`src/rtl/axis_event_buffer.sv`:
```
// Drop-on-full FWFT buffer between the window accumulator and an AXI4-Stream consumer.
// Reports occupancy, a high-watermark and a saturating drop count.
module axis_event_buffer #(
    parameter int DATA_WIDTH = 128,
    parameter int ADDR_WIDTH = 4,
    parameter int CNTR_WIDTH = 32
) (
    input  logic                  aclk,
    input  logic                  areset,
    input  logic                  cfg_clear,
    input  logic [DATA_WIDTH-1:0] s_axis_tdata,
    input  logic                  s_axis_tvalid,
    output logic [DATA_WIDTH-1:0] m_axis_tdata,
    output logic                  m_axis_tvalid,
    input  logic                  m_axis_tready,
    output logic [ADDR_WIDTH:0]   sts_count,
    output logic [ADDR_WIDTH:0]   sts_peak,
    output logic [CNTR_WIDTH-1:0] sts_drops
);

    localparam int DEPTH = 1 << ADDR_WIDTH;
    localparam logic [ADDR_WIDTH:0]   PTR_ONE  = {{ADDR_WIDTH{1'b0}}, 1'b1};
    localparam logic [CNTR_WIDTH-1:0] CNTR_ONE = {{(CNTR_WIDTH-1){1'b0}}, 1'b1};

    logic [DATA_WIDTH-1:0] mem [DEPTH];

    logic [ADDR_WIDTH:0]   wr_ptr, rd_ptr;
    logic [ADDR_WIDTH:0]   wr_ptr_nxt, rd_ptr_nxt;
    logic [ADDR_WIDTH:0]   count_nxt, peak_nxt;
    logic [CNTR_WIDTH-1:0] drops_nxt;
    logic                  tvalid_q;
    logic                  full, pop, push, drop;

    assign full = (wr_ptr[ADDR_WIDTH] != rd_ptr[ADDR_WIDTH]) &&
                  (wr_ptr[ADDR_WIDTH-1:0] == rd_ptr[ADDR_WIDTH-1:0]);

    // A pop frees the slot at this edge, so a full buffer can still take a word.
    assign pop  = tvalid_q & m_axis_tready;
    assign push = s_axis_tvalid & (~full | pop);
    assign drop = s_axis_tvalid & full & ~pop;

    always_comb begin
        wr_ptr_nxt = push ? wr_ptr + PTR_ONE : wr_ptr;
        rd_ptr_nxt = pop  ? rd_ptr + PTR_ONE : rd_ptr;

        count_nxt = sts_count;
        if (push && !pop)
            count_nxt = sts_count + PTR_ONE;
        else if (pop && !push)
            count_nxt = sts_count - PTR_ONE;

        if (cfg_clear)
            peak_nxt = count_nxt;
        else
            peak_nxt = (count_nxt > sts_peak) ? count_nxt : sts_peak;

        // A drop coinciding with a clear is counted as the first drop after it.
        drops_nxt = sts_drops;
        if (cfg_clear)
            drops_nxt = drop ? CNTR_ONE : '0;
        else if (drop && !(&sts_drops))
            drops_nxt = sts_drops + CNTR_ONE;
    end

    always_ff @(posedge aclk) begin
        if (areset) begin
            wr_ptr    <= '0;
            rd_ptr    <= '0;
            sts_count <= '0;
            sts_peak  <= '0;
            sts_drops <= '0;
            tvalid_q  <= 1'b0;
        end else begin
            wr_ptr    <= wr_ptr_nxt;
            rd_ptr    <= rd_ptr_nxt;
            sts_count <= count_nxt;
            sts_peak  <= peak_nxt;
            sts_drops <= drops_nxt;
            tvalid_q  <= (wr_ptr_nxt != rd_ptr_nxt);
        end
    end

    // Storage is not reset; the pointers alone define what is valid.
    always_ff @(posedge aclk) begin
        if (push && !areset)
            mem[wr_ptr[ADDR_WIDTH-1:0]] <= s_axis_tdata;
    end

    assign m_axis_tdata  = mem[rd_ptr[ADDR_WIDTH-1:0]];
    assign m_axis_tvalid = tvalid_q;

endmodule

```
`config.mk`:
```
export PLATFORM = sky130hd
export DESIGN_NAME = axis_event_buffer
export DESIGN_NICKNAME = d
export VERILOG_FILES = /design/src/rtl/axis_event_buffer.sv
export SDC_FILE = /design/constraint.sdc
export NUM_CORES = 2
export LEC_CHECK = 0
export ABC_AREA = 1
export CORE_MARGIN = 1
export CORE_UTILIZATION = 48
export DETAILED_ROUTE_END_ITERATION = 10
export PLACE_DENSITY = 0.65
export SYNTH_ARGS = -nofsm -noshare
export SYNTH_HDL_FRONTEND = slang
export SYNTH_SLANG_ARGS = --single-unit
export TNS_END_PERCENT = 5
```
`constraint.sdc`:
```
create_clock -name aclk -period 21.2 [get_ports aclk]
set_input_delay 5.3 -clock aclk [delete_from_list [all_inputs] [get_ports aclk]]
set_output_delay 5.3 -clock aclk [all_outputs]
set_load 0.005 [all_outputs]
```
==> Word-level counts from Yosys, hierarchy flattened <==
Memory sizes are Yosys's and may differ from the RTL's. A register that Yosys moved wholly into a read port is not among the register bits.
Cells that the tools add are included.
{ "totals": {"ff_bits": 53, "ram_bits": 2048, "out_inout_bits": 171, "word_cells": 47, "n_memories": 1} }
{ "mem_list": {"columns": ["name", "words", "word_bits", "read_ports", "rd_clocked_by_memory_dff", "wr", "line", "rtl"], "rows": [
  ["mem", 16, 128, 1, 1, 1, "25", "logic [DATA_WIDTH-1:0] mem [DEPTH];"]
]} }
{ "classes": {"add_sub_neg": 5, "order_cmp": 1, "eq_ne": 3, "mux": 12, "n_bitwise": 7, "n_reduce_logical": 12} }
{ "op_table": {"columns": ["operator", "count"], "rows": [
  ["32-bit 2-to-1 mux", 2],
  ["32-bit by 1-bit adder with 32-bit output, second input constant", 1],
  ["32-bit AND reduction", 1],
  ["5-bit 2-to-1 mux", 6],
  ["5-bit by 1-bit adder with 5-bit output, second input constant", 3],
  ["5-bit greater-than comparator", 1],
  ["1-bit logical AND", 5],
  ["5-bit != test", 1],
  ["5-bit by 1-bit subtractor with 5-bit output, second input constant", 1],
  ["1-bit bitwise AND", 4],
  ["4-bit equality test", 1],
  ["1-bit zero test", 4],
  ["4-bit 2-to-1 mux", 1],
  ["2-bit nonzero test", 2],
  ["1-bit 2-to-1 mux", 3],
  ["1-bit inverter", 2],
  ["1-bit != test", 1],
  ["1-bit bitwise OR", 1]
]} }

==> Logic depth before layout (Yosys ltp) <==
{ "logic_depth": {"word_depth": 12, "mapped_depth": 22} }

==> Least setup slack after synthesis <==
No wires, ideal clock.
{ "synth_path": {"kind": "input-to-reg", "from": "input port m_axis_tready", "to": "memory mem[0][0] (enable)", "setup_ps": 617, "t_arrival_ps": 11502, "slack_ps": 9081, "cell_stages": 9, "path_buffers": 1, "path_cell_list": "nand2_1 -> o21ai_0 -> nor2_1 -> nand3_2 -> buf_4 -> nand2_4 -> nor2_1 -> nand2_1 -> nor2_1"} }
{ "synth_between": {"elab_chain_len": 6} }
{ "synth_rtl": {"columns": ["item", "line", "rtl"], "rows": [
  ["from (decl)", "15", "input logic m_axis_tready,"],
  ["1-bit bitwise AND", "38", "assign pop = tvalid_q & m_axis_tready;"],
  ["1-bit bitwise OR", "39", "assign push = s_axis_tvalid & (~full | pop);"],
  ["1-bit bitwise AND", "39", null],
  ["1-bit logical AND", "85", "if (push && !areset)"],
  ["1-bit 2-to-1 mux", "85", null],
  ["1-bit 2-to-1 mux (not written as such)", "86", "mem[wr_ptr[ADDR_WIDTH-1:0]] <= s_axis_tdata;"],
  ["to (decl)", "25", null]
]} }
No other way between the ends.

==> results.yml <==
cts:
  clk_latency_ns: 0.84
  numCtsBuffers: 206
  holdBufCountCts: 0
  clockBufferDepth: 3
  cts_resized: 0
  root_buffer: "clkbuf_16"
  path_clk_slew_ns: 0.06
  cts_tree: "yes"
  post_cts_buffers: 0
  cts.sinks: 2101
  h-tree-depth: 4
run_status:
  status: "finished clean"
detailed_routing:
  wl_per_cell_um: 25.35
  viasPerCell: 6.043
  drc: 0
  drt_iter0_markers: 6101
  num_vias: 52000
  wl_mm: 218.1
  ant_nets: 0
  drt-pass1-iter-count: 5
global_routing:
  antenna_found_initial: 28
  grt_use_met2_pct: 40.61
  grt_pass1_vias: 50020
  overflow: 0
  grt.busiest_layer: "met2"
  grt_max_degree: 298
  met3_usage_pct: 4.270
  met1_usage_pct: 34.03
  grt.total_usage_pct: 24.97
  grt_pass1_wl_mm: 321.9
sta:
  grt_setup_unrepaired: "false"
  period_minus_slack_ns: 11.33
  setup_viol: 0
  clock_skew_ns: 0.03027
  finalHoldViolCount: 0
  period_share_pct: 53.42
  worst-slew-pin-transition_ns: 1.331
  slew_headroom_pct: 11.28
  fin_setup_tns_ns: 0
  slew_violations: 0
  max_freq_mhz: 88.30
min_path:
  hold_class: "reg -> reg"
  whs_path_depth: 1
  hold_start: "sts_drops[22]"
  whs_endpoint: "sts_drops[22]"
critical_path:
  r2r_slack_ns: 14.50
  reg2regPathDepth: 12
  crit_arrival_ns: 6.03
  reg2reg_to: "mem[13][54]"
  start_kind: "flop"
  critPathCaptureType: "output port"
  path_max_fanout: 100
  rr_startpoint: "rd_ptr[0]"
  worst_ep_required_time_ns: 15.90
  criticalPathCategory: "reg -> out"
layout:
  stdcell_area_um2: 92720
  nets: 6375
  area_growth_pct: 13.72
  register_area_um2: 62570
  drive_above_1_share_pct: 6.135
  fin_util_pct: 55.20
  num-fill-cells: 13410
  multi_input_area_um2: 17090
floorplanning:
  rows: 150
  core-area_um2: 168000
  start_util_pct: 48.54
  die_x_um: 414.1
  die_h_um: 414.1
  num_io_pins: 304
  die_area_um2: 171500
synth:
  synth_nets: 6197
  synth_area_um2: 81530
  synth_cell_type_count: 40
  syn_area_per_cell_um2: 13.47
  ys.flop_type: "edfxtp_1"
  synthMuxAreaShare_pct: 0
  synth_top_area_cell: "edfxtp_1"
  synth-compound-area-share_pct: 11.66
  synthXorXnorAreaFrac_pct: 0.1396
  synth-seq-cells: 2101
  synth_top_area_share_pct: 75.43
  synth.most_common_cell: "edfxtp_1"
  synth_top_family_by_area: "compound AO/OA/AOI/OAI gates"
  synth-simple-area-share_pct: 8.807
  synthTopCellsByArea: "edfxtp_1 (75%), o21ai_0 (6.4%), nor2_1 (5.1%)"
  synthCells: 6051
  synth_edf_count: 2048
  synth-seq-area-share_pct: 76.73
  synth_warnings: 0
  async_reset_ff_share_pct: 0
  synth_adder_area_share_pct: 0.1995
  synthTopCellsByCount: "edfxtp_1 (2048), nor2_1 (1109), o21ai_0 (1043)"
power_and_ir_drop:
  power_density_nw_per_um2: 92.99
  max-vdd-ir-drop_v: 0.00008455
  leakagePower_uw: 0.02939
run:
  cap_violations: 0
placed_design:
  dpl_cell_area_um2: 86480
  hpwl_mm: 105.9
  place.gp.congestion: 0.8098
  io_buffer_count: 303
-- cell usage in the layout, fill, tap and decap left out, types with 3 or more instances in the layout --
| master | instances |
|---|---|
| edfxtp_1 | 2048 |
| nor2_1 | 1092 |
| o21ai_0 | 1043 |
| nand2_1 | 384 |
| clkdlybuf4s50_1 | 303 |
| o22ai_1 | 296 |
| nand3_1 | 266 |
| o221ai_1 | 216 |
| clkbuf_16 | 208 |
| buf_4 | 83 |
| clkinv_1 | 62 |
| inv_1 | 61 |
| dfxtp_1 | 50 |
| clkbuf_1 | 47 |
| o211ai_1 | 41 |
| a21oi_1 | 32 |
| clkinv_2 | 30 |
| nor2_4 | 18 |
| ha_1 | 13 |
| xor2_1 | 11 |
| bufinv_16 | 11 |
| diode_2 | 10 |
| nor3_1 | 9 |
| inv_6 | 8 |
| nand4_1 | 7 |
| o21ai_1 | 5 |
| buf_12 | 5 |
| inv_2 | 4 |
| nor2_2 | 3 |
| nand2_4 | 3 |
| a31oi_1 | 3 |
| clkinvlp_4 | 3 |
| dfxtp_4 | 3 |
-- flip-flops by register name, indices dropped and copies added (netlist names) --
| signal | cells |
|---|---|
| rd_ptr | 5 |
| mem | 2048 |
| sts_drops | 32 |
| wr_ptr | 5 |
| m_axis_tvalid | 1 |
| sts_peak | 5 |
| sts_count | 5 |
-- stage by stage --
stage / std cells / hold slack (ns) / power, uW / setup WS (ns)
after floorplan: 6051 / 0.4783 / 5013 / 9.081
after global placement: 8225 / 0.5055 / 5271 / 10.79
after detailed placement: 8225 / 0.5052 / 5283 / 10.71
after CTS: 8594 / 0.5196 / 8665 / 9.798
after global routing: 8602 / 0.5547 / 8875 / 9.450
final: 8604 / 0.5266 / 8622 / 9.875
-- how the worst max path moves through the flow --
stage	from	to	slack, ns	depth (start not counted)
3_3_place_gp	rd_ptr[0]	m_axis_tdata[15]	10.79	8
2_1_floorplan	m_axis_tready	mem[0][0]	9.08	9
6_report	rd_ptr[0]	m_axis_tdata[26]	9.87	8
5_1_grt	rd_ptr[0]	m_axis_tdata[15]	9.45	8
4_1_cts	rd_ptr[0]	m_axis_tdata[34]	9.80	8
3_5_place_dp	rd_ptr[0]	m_axis_tdata[15]	10.71	8
-- layer usage --
layer	wire [um]	vias up
met3	17100	397
met1	90050	26260
li1	-	23090
met2	104400	2222
met5	170	-
met4	6434	24
-- layout make-up --
class                   count  share of cell area [%]
diodes                     10                 0.02699
well taps                2204                   2.974
multi-input cells        3458                   18.43
repair buffers            391                   4.051
clock inverters           114                  0.8947
inverters                  71                  0.3266
clock buffers             255                   5.804
flip-flops and latches   2101                   67.49
-- logic make-up (layout without fill, tap and decap cells) --
logic type | count (synthesis) | count (layout)
other | 0 | 10
and+or+nand+nor | 1792 | 1792
xor gates and xnor gates | 13 | 13
DFF | 2101 | 2101
buffers and inverters | 492 | 831
AOI/OAI and AO/OA | 1640 | 1640
adders and majority gates | 13 | 13
-- critical path, stage by stage (launching register included) --
cell and delay, ns:
dfxtp_4 1.06, buf_4 0.85, buf_4 0.91, buf_4 0.86, o21ai_0 0.21, o221ai_1 0.23
nand3_1 0.10, nand3_1 0.11, clkdlybuf4s50_1 0.66
-- power breakdown --
| group | switching, uW | leakage [uW] | total, uW | internal, uW |
|---|---|---|---|---|
| clock | 1510 | 0.00304 | 3430 | 1920 |
| sequential | 18.7 | 0.0189 | 4620 | 4600 |
| combinational | 382 | 0.00748 | 579 | 197 |
| total | 1910 | 0.0294 | 8620 | 6710 |
Note: power is estimated with default switching activity, not from simulation.
